==> src/rtl/pixel_pkg.sv <==
// Shared constants and helpers for the frame-buffer write path: drawer channel ids,
// default pixel width and address-width derivation.
package pixel_pkg;

    localparam int unsigned DEFAULT_DATA_WIDTH = 1;

    // Drawer channel assignment on the arbiter inputs; CH_FILL starts with priority.
    localparam int unsigned CH_FILL   = 0;
    localparam int unsigned CH_SYMBOL = 1;
    localparam int unsigned CH_LINE   = 2;

    function automatic int unsigned addr_width(input int unsigned hor, input int unsigned ver);
        return $clog2(hor * ver);
    endfunction

endpackage

==> src/rtl/rr_priority_select.sv <==
// Combinational round-robin selector: rotate req by start, find first set bit,
// rotate the result back into channel numbering.
module rr_priority_select #(
    parameter int unsigned N_CHANNELS = 3,
    parameter int unsigned IDX_WIDTH  = 2
) (
    input  logic [N_CHANNELS-1:0] req,
    input  logic [IDX_WIDTH-1:0]  start,
    output logic [N_CHANNELS-1:0] grant,
    output logic [IDX_WIDTH-1:0]  idx
);

    logic [2*N_CHANNELS-1:0] doubled;
    logic [N_CHANNELS-1:0]   rotated;
    logic                    found;
    int                      pos;

    always_comb begin
        doubled = {req, req} >> start;
        rotated = doubled[N_CHANNELS-1:0];
        grant   = '0;
        idx     = '0;
        found   = 1'b0;
        pos     = 0;
        for (int k = 0; k < int'(N_CHANNELS); k++) begin
            if (!found && rotated[k]) begin
                found = 1'b1;
                pos   = int'(start) + k;
                if (pos >= int'(N_CHANNELS)) begin
                    pos = pos - int'(N_CHANNELS);
                end
                idx        = IDX_WIDTH'(pos);
                grant[pos] = 1'b1;
            end
        end
    end

endmodule

==> src/rtl/pixel_write_arbiter.sv <==
// N-channel round-robin arbiter with burst lock feeding one registered frame_buffer write port.
// Optional build macro PIXEL_WRITE_ARBITER_CLIP_EN drops out-of-frame writes and adds clip_error.
module pixel_write_arbiter
    import pixel_pkg::*;
#(
    parameter int unsigned N_CHANNELS        = 3,
    parameter int unsigned HOR_ACTIVE_PIXELS = 640,
    parameter int unsigned VER_ACTIVE_PIXELS = 480,
    parameter int unsigned DATA_WIDTH        = DEFAULT_DATA_WIDTH,
    localparam int unsigned PIXELS_COUNT     = HOR_ACTIVE_PIXELS * VER_ACTIVE_PIXELS,
    localparam int unsigned ADDR_WIDTH       = addr_width(HOR_ACTIVE_PIXELS, VER_ACTIVE_PIXELS),
    localparam int unsigned IDX_WIDTH        = (N_CHANNELS > 1) ? $clog2(N_CHANNELS) : 1
) (
    input  logic                             clk,
    input  logic                             rst,
    input  logic [N_CHANNELS-1:0]            req,
    input  logic [N_CHANNELS-1:0]            req_lock,
    input  logic [N_CHANNELS*ADDR_WIDTH-1:0] req_addr,
    input  logic [N_CHANNELS*DATA_WIDTH-1:0] req_data,
    output logic [N_CHANNELS-1:0]            grant,
    output logic                             write_enable,
    output logic [ADDR_WIDTH-1:0]            write_addr,
    output logic [DATA_WIDTH-1:0]            write_data,
`ifdef PIXEL_WRITE_ARBITER_CLIP_EN
    output logic                             clip_error,
`endif
    output logic                             busy
);

    logic [IDX_WIDTH-1:0]  rr_ptr_q;
    logic [IDX_WIDTH-1:0]  lock_owner_q;
    logic                  lock_valid_q;
    logic                  we_q;
    logic [ADDR_WIDTH-1:0] addr_q;
    logic [DATA_WIDTH-1:0] data_q;

    logic [N_CHANNELS-1:0] rr_grant;
    logic [IDX_WIDTH-1:0]  rr_idx;
    logic                  owner_hit;
    logic [IDX_WIDTH-1:0]  grant_idx;
    logic [IDX_WIDTH-1:0]  rr_ptr_next;
    logic                  accept;
    logic [ADDR_WIDTH-1:0] sel_addr;
    logic [DATA_WIDTH-1:0] sel_data;

    rr_priority_select #(
        .N_CHANNELS (N_CHANNELS),
        .IDX_WIDTH  (IDX_WIDTH)
    ) u_select (
        .req   (req),
        .start (rr_ptr_q),
        .grant (rr_grant),
        .idx   (rr_idx)
    );

    // A held lock only wins while its owner keeps requesting; otherwise fall back at once.
    assign owner_hit = lock_valid_q && req[lock_owner_q];

    always_comb begin
        grant     = '0;
        grant_idx = rr_idx;
        if (owner_hit) begin
            grant_idx = lock_owner_q;
            grant     = N_CHANNELS'(1) << lock_owner_q;
        end else begin
            grant = rr_grant;
        end
        if (rst) begin
            grant = '0;
        end
    end

    assign accept      = |grant;
    assign rr_ptr_next = (grant_idx == IDX_WIDTH'(N_CHANNELS - 1)) ? '0 : grant_idx + 1'b1;
    assign sel_addr    = req_addr[int'(grant_idx) * ADDR_WIDTH +: ADDR_WIDTH];
    assign sel_data    = req_data[int'(grant_idx) * DATA_WIDTH +: DATA_WIDTH];

`ifdef PIXEL_WRITE_ARBITER_CLIP_EN
    logic clip_q;
    logic in_range;

    // Extra bit keeps the compare correct when PIXELS_COUNT is an exact power of two.
    assign in_range   = {1'b0, sel_addr} < (ADDR_WIDTH + 1)'(PIXELS_COUNT);
    assign clip_error = clip_q;
`endif

    always_ff @(posedge clk) begin
        if (rst) begin
            rr_ptr_q     <= '0;
            lock_owner_q <= '0;
            lock_valid_q <= 1'b0;
            we_q         <= 1'b0;
            addr_q       <= '0;
            data_q       <= '0;
`ifdef PIXEL_WRITE_ARBITER_CLIP_EN
            clip_q       <= 1'b0;
`endif
        end else if (accept) begin
`ifdef PIXEL_WRITE_ARBITER_CLIP_EN
            we_q <= in_range;
            if (in_range) begin
                addr_q <= sel_addr;
                data_q <= sel_data;
            end else begin
                clip_q <= 1'b1;
            end
`else
            we_q   <= 1'b1;
            addr_q <= sel_addr;
            data_q <= sel_data;
`endif
            if (req_lock[grant_idx]) begin
                lock_owner_q <= grant_idx;
                lock_valid_q <= 1'b1;
            end else begin
                lock_valid_q <= 1'b0;
                rr_ptr_q     <= rr_ptr_next;
            end
        end else begin
            // No accept means no requests at all, so any lock owner has let go.
            we_q         <= 1'b0;
            lock_valid_q <= 1'b0;
        end
    end

    assign write_enable = we_q;
    assign write_addr   = addr_q;
    assign write_data   = data_q;
    assign busy         = (|req) | we_q;

endmodule

==> config.mk <==
export PLATFORM = sky130hd
export DESIGN_NAME = pixel_write_arbiter
export DESIGN_NICKNAME = d
export VERILOG_FILES = /design/src/rtl/pixel_pkg.sv /design/src/rtl/rr_priority_select.sv /design/src/rtl/pixel_write_arbiter.sv
export SDC_FILE = /design/constraint.sdc
export NUM_CORES = 1
export LEC_CHECK = 0
export ABC_AREA = 1
export ABC_CLOCK_PERIOD_IN_PS = 4000
export CORE_MARGIN = 2
export CORE_UTILIZATION = 40
export DETAILED_ROUTE_END_ITERATION = 6
export GPL_ROUTABILITY_DRIVEN = 0
export PLACE_DENSITY_LB_ADDON = 0.15
export SYNTH_ARGS = -nofsm -noshare
export SYNTH_HDL_FRONTEND = slang
export SYNTH_SLANG_ARGS = --single-unit
==> constraint.sdc <==
create_clock -name clk -period 4 [get_ports clk]
set_clock_uncertainty 0.2 [all_clocks]
set_input_delay 0.6 -clock clk [delete_from_list [all_inputs] [get_ports clk]]
set_output_delay 0.6 -clock clk [all_outputs]
set_load 0.005 [all_outputs]
==> results.cfg <==
[run_status]
outcome = completed

[cts]
cts_resized = 0
clk_pin_slew_ns = 0.09
cts_max_level = 1
clock_latency_ns = 0.26
cts_tree = done
ctsHoldBuffers = 0
cts.path.max_buffers = 2
cts_inserted_buffers = 3
clock-sinks = 26
clockRootBuffer = clkbuf_8
post_cts_buffers = 0

[critical_path]
cp.arrival_ns = 2.45
r2r_slack_ns = 1.34
timing.rr.end = lock_owner_q[1]$_SDFFE_PP0P_
worst_r2r_startpoint = rr_ptr_q[0]$_SDFFE_PP0P_
cp.required_ns = 3.20
crit_fanout = 4
crit_type = in -> out
endpoint_kind = output pin
reg2regPathDepth = 13
setup.worst_path.start_class = input port

[pwr]
pwr-share-seq = 0.207
powerDensity_nw_per_um2 = 683
intPower_mw = 0.971
power.switching_mw = 0.980
clockPowerShare = 0.075
power_frac_comb = 0.718
vdd_drop_max_uv = 385
p_leak_nw = 1.28
swShare = 0.502

[finish]
fill_cells = 469
multiInputGateArea_um2 = 1210
utilization = 0.613
final_cell_mix = nand2_1, clkdlybuf4s50_1, nor2_1
syn2layout_area_growth_pct = 48.9
final_common_cell = nand2_1
diodes = 0
drive_above_1_share = 0.0675
fin_cells = 454
nNetsFinal = 474
regArea_um2 = 520

[drt]
viasPerCell = 4.96
first_iter_violations = 51
ant_nets = 0
drt-total-wl_um = 5260
num_vias = 2252
drc = 0
drt_pass1_iterations = 4
wl_per_cell_um = 11.6

[timing]
setup_viol_count_final = 0
rsz0062_at_grt = false
period_minus_slack_ns = 3.25
whs_ns = 0.317
setup_ws_ns = 0.749
drv_slew = 0
relSlewSlack = 0.639
final_hold_viol_count = 0
worst_slew_pin_slew_ns = 0.541
fin_crit_sh = 0.813
tns_ns = 0
max_freq_mhz = 308

[placed_design]
port_buffers = 92
placed_cells = 451
dp_slack_ns = 0.747
dp_hpwl_um = 3910

[worst_hold_path]
hold_depth = 2
min-delay-start = write_addr[15]$_SDFFE_PP0P_
min_path_type = reg -> reg
hold_end = write_addr[15]$_SDFFE_PP0P_

[logic_synthesis]
synth_cell_type_count = 20
yosysWarnings = 0
syn_avg_cell_area_um2 = 6.01
syn_nets = 391
syn_area_um2 = 1920
synth_cells = 319
ys_seq_elements = 26
ys_seq_area_frac = 0.271

[grt]
grt_pass1_vias = 2051
grt.total_usage = 0.200
antenna_found_initial = 0
grt_max_degree = 46
grt_pass1_wl_um = 8630
grt_overflow = 0

[die]
initial_core_util = 0.412
die_w_um = 73.2
die_h_um = 73.2
rows = 25
die_area_um2 = 5360
core_um2 = 4660
io_pins = 93

[run]
maxCapViolCount = 0
## area by class of cell
cell class	instances	area share
clock buffer	3	0.0145
inverter	22	0.0289
multi-input combinational	255	0.423
sequential	26	0.182
tap	54	0.0237
timing repair buffer	94	0.328
## metal layers
metal,track usage,share of wire,up-vias
met5,0,0,-
met4,0.0597,0.019,0
met3,0.0511,0.068,8
met2,0.348,0.48,69
met1,0.240,0.43,983
li1,-,-,1192
## power by group through the flow
stage               sequential, mW  clock, mW  combinational, mW
finish                       0.404      0.146               1.40
global route                 0.413      0.163               1.59
CTS                          0.404      0.153               1.42
detailed placement           0.409          0               1.41
global placement             0.408          0               1.39
floorplan                    0.411          0               1.08
## cells in the mapped netlist, drive strengths merged
cell / count / share of area
buf: 14 / 0.052
nand4: 4 / 0.013
nand2: 105 / 0.22
nand3: 49 / 0.16
dfxtp: 26 / 0.27
o21ai: 22 / 0.057
nor2: 50 / 0.099
a21oi: 21 / 0.055
clkbuf: 2 / 0.0039
inv: 22 / 0.043
ha: 4 / 0.026
## registers in the layout (all words and copies together), names as in the netlist
register	count
lock_owner_q	2
write_enable	1
write_addr	19
rr_ptr_q	2
write_data	1
lock_valid_q	1
## kinds of logic after synthesis
kind of cell | count (synthesis) | synth area share
fa+ha+maj | 4 | 0.0261
buf+inv | 38 | 0.0992
simple gates | 208 | 0.491
flops | 26 | 0.271
compound gates | 43 | 0.112
## worst max path at each step
stage,start,to,slack [ns],cells past startpoint
floorplan,req[0],grant[0],1.84,9
global placement,req[1],grant[0],0.74,10
detailed placement,req[2],grant[1],0.75,12
CTS,req[2],grant[1],0.74,12
global route,req[1],grant[0],0.56,10
finish,req[2],grant[0],0.75,12
## worst max-delay path, cell delays in order
cell and delay (ns):
clkdlybuf4s50_1 0.54, inv_1 0.08, nand2_1 0.08, nand3_1 0.09, nand2_1 0.12, inv_1 0.05, nor2_2 0.11, nand2_1 0.06
nand2_1 0.07, nand3_2 0.09, inv_1 0.07, clkdlybuf4s50_1 0.49
## per-stage QoR
stage,power [mW],instance area (um^2)
finish,1.95,2860
global route,2.17,2860
global placement,1.80,2810
CTS,1.98,2860
floorplan,1.49,1920
detailed placement,1.82,2810
(Power assumes the default switching activity.)
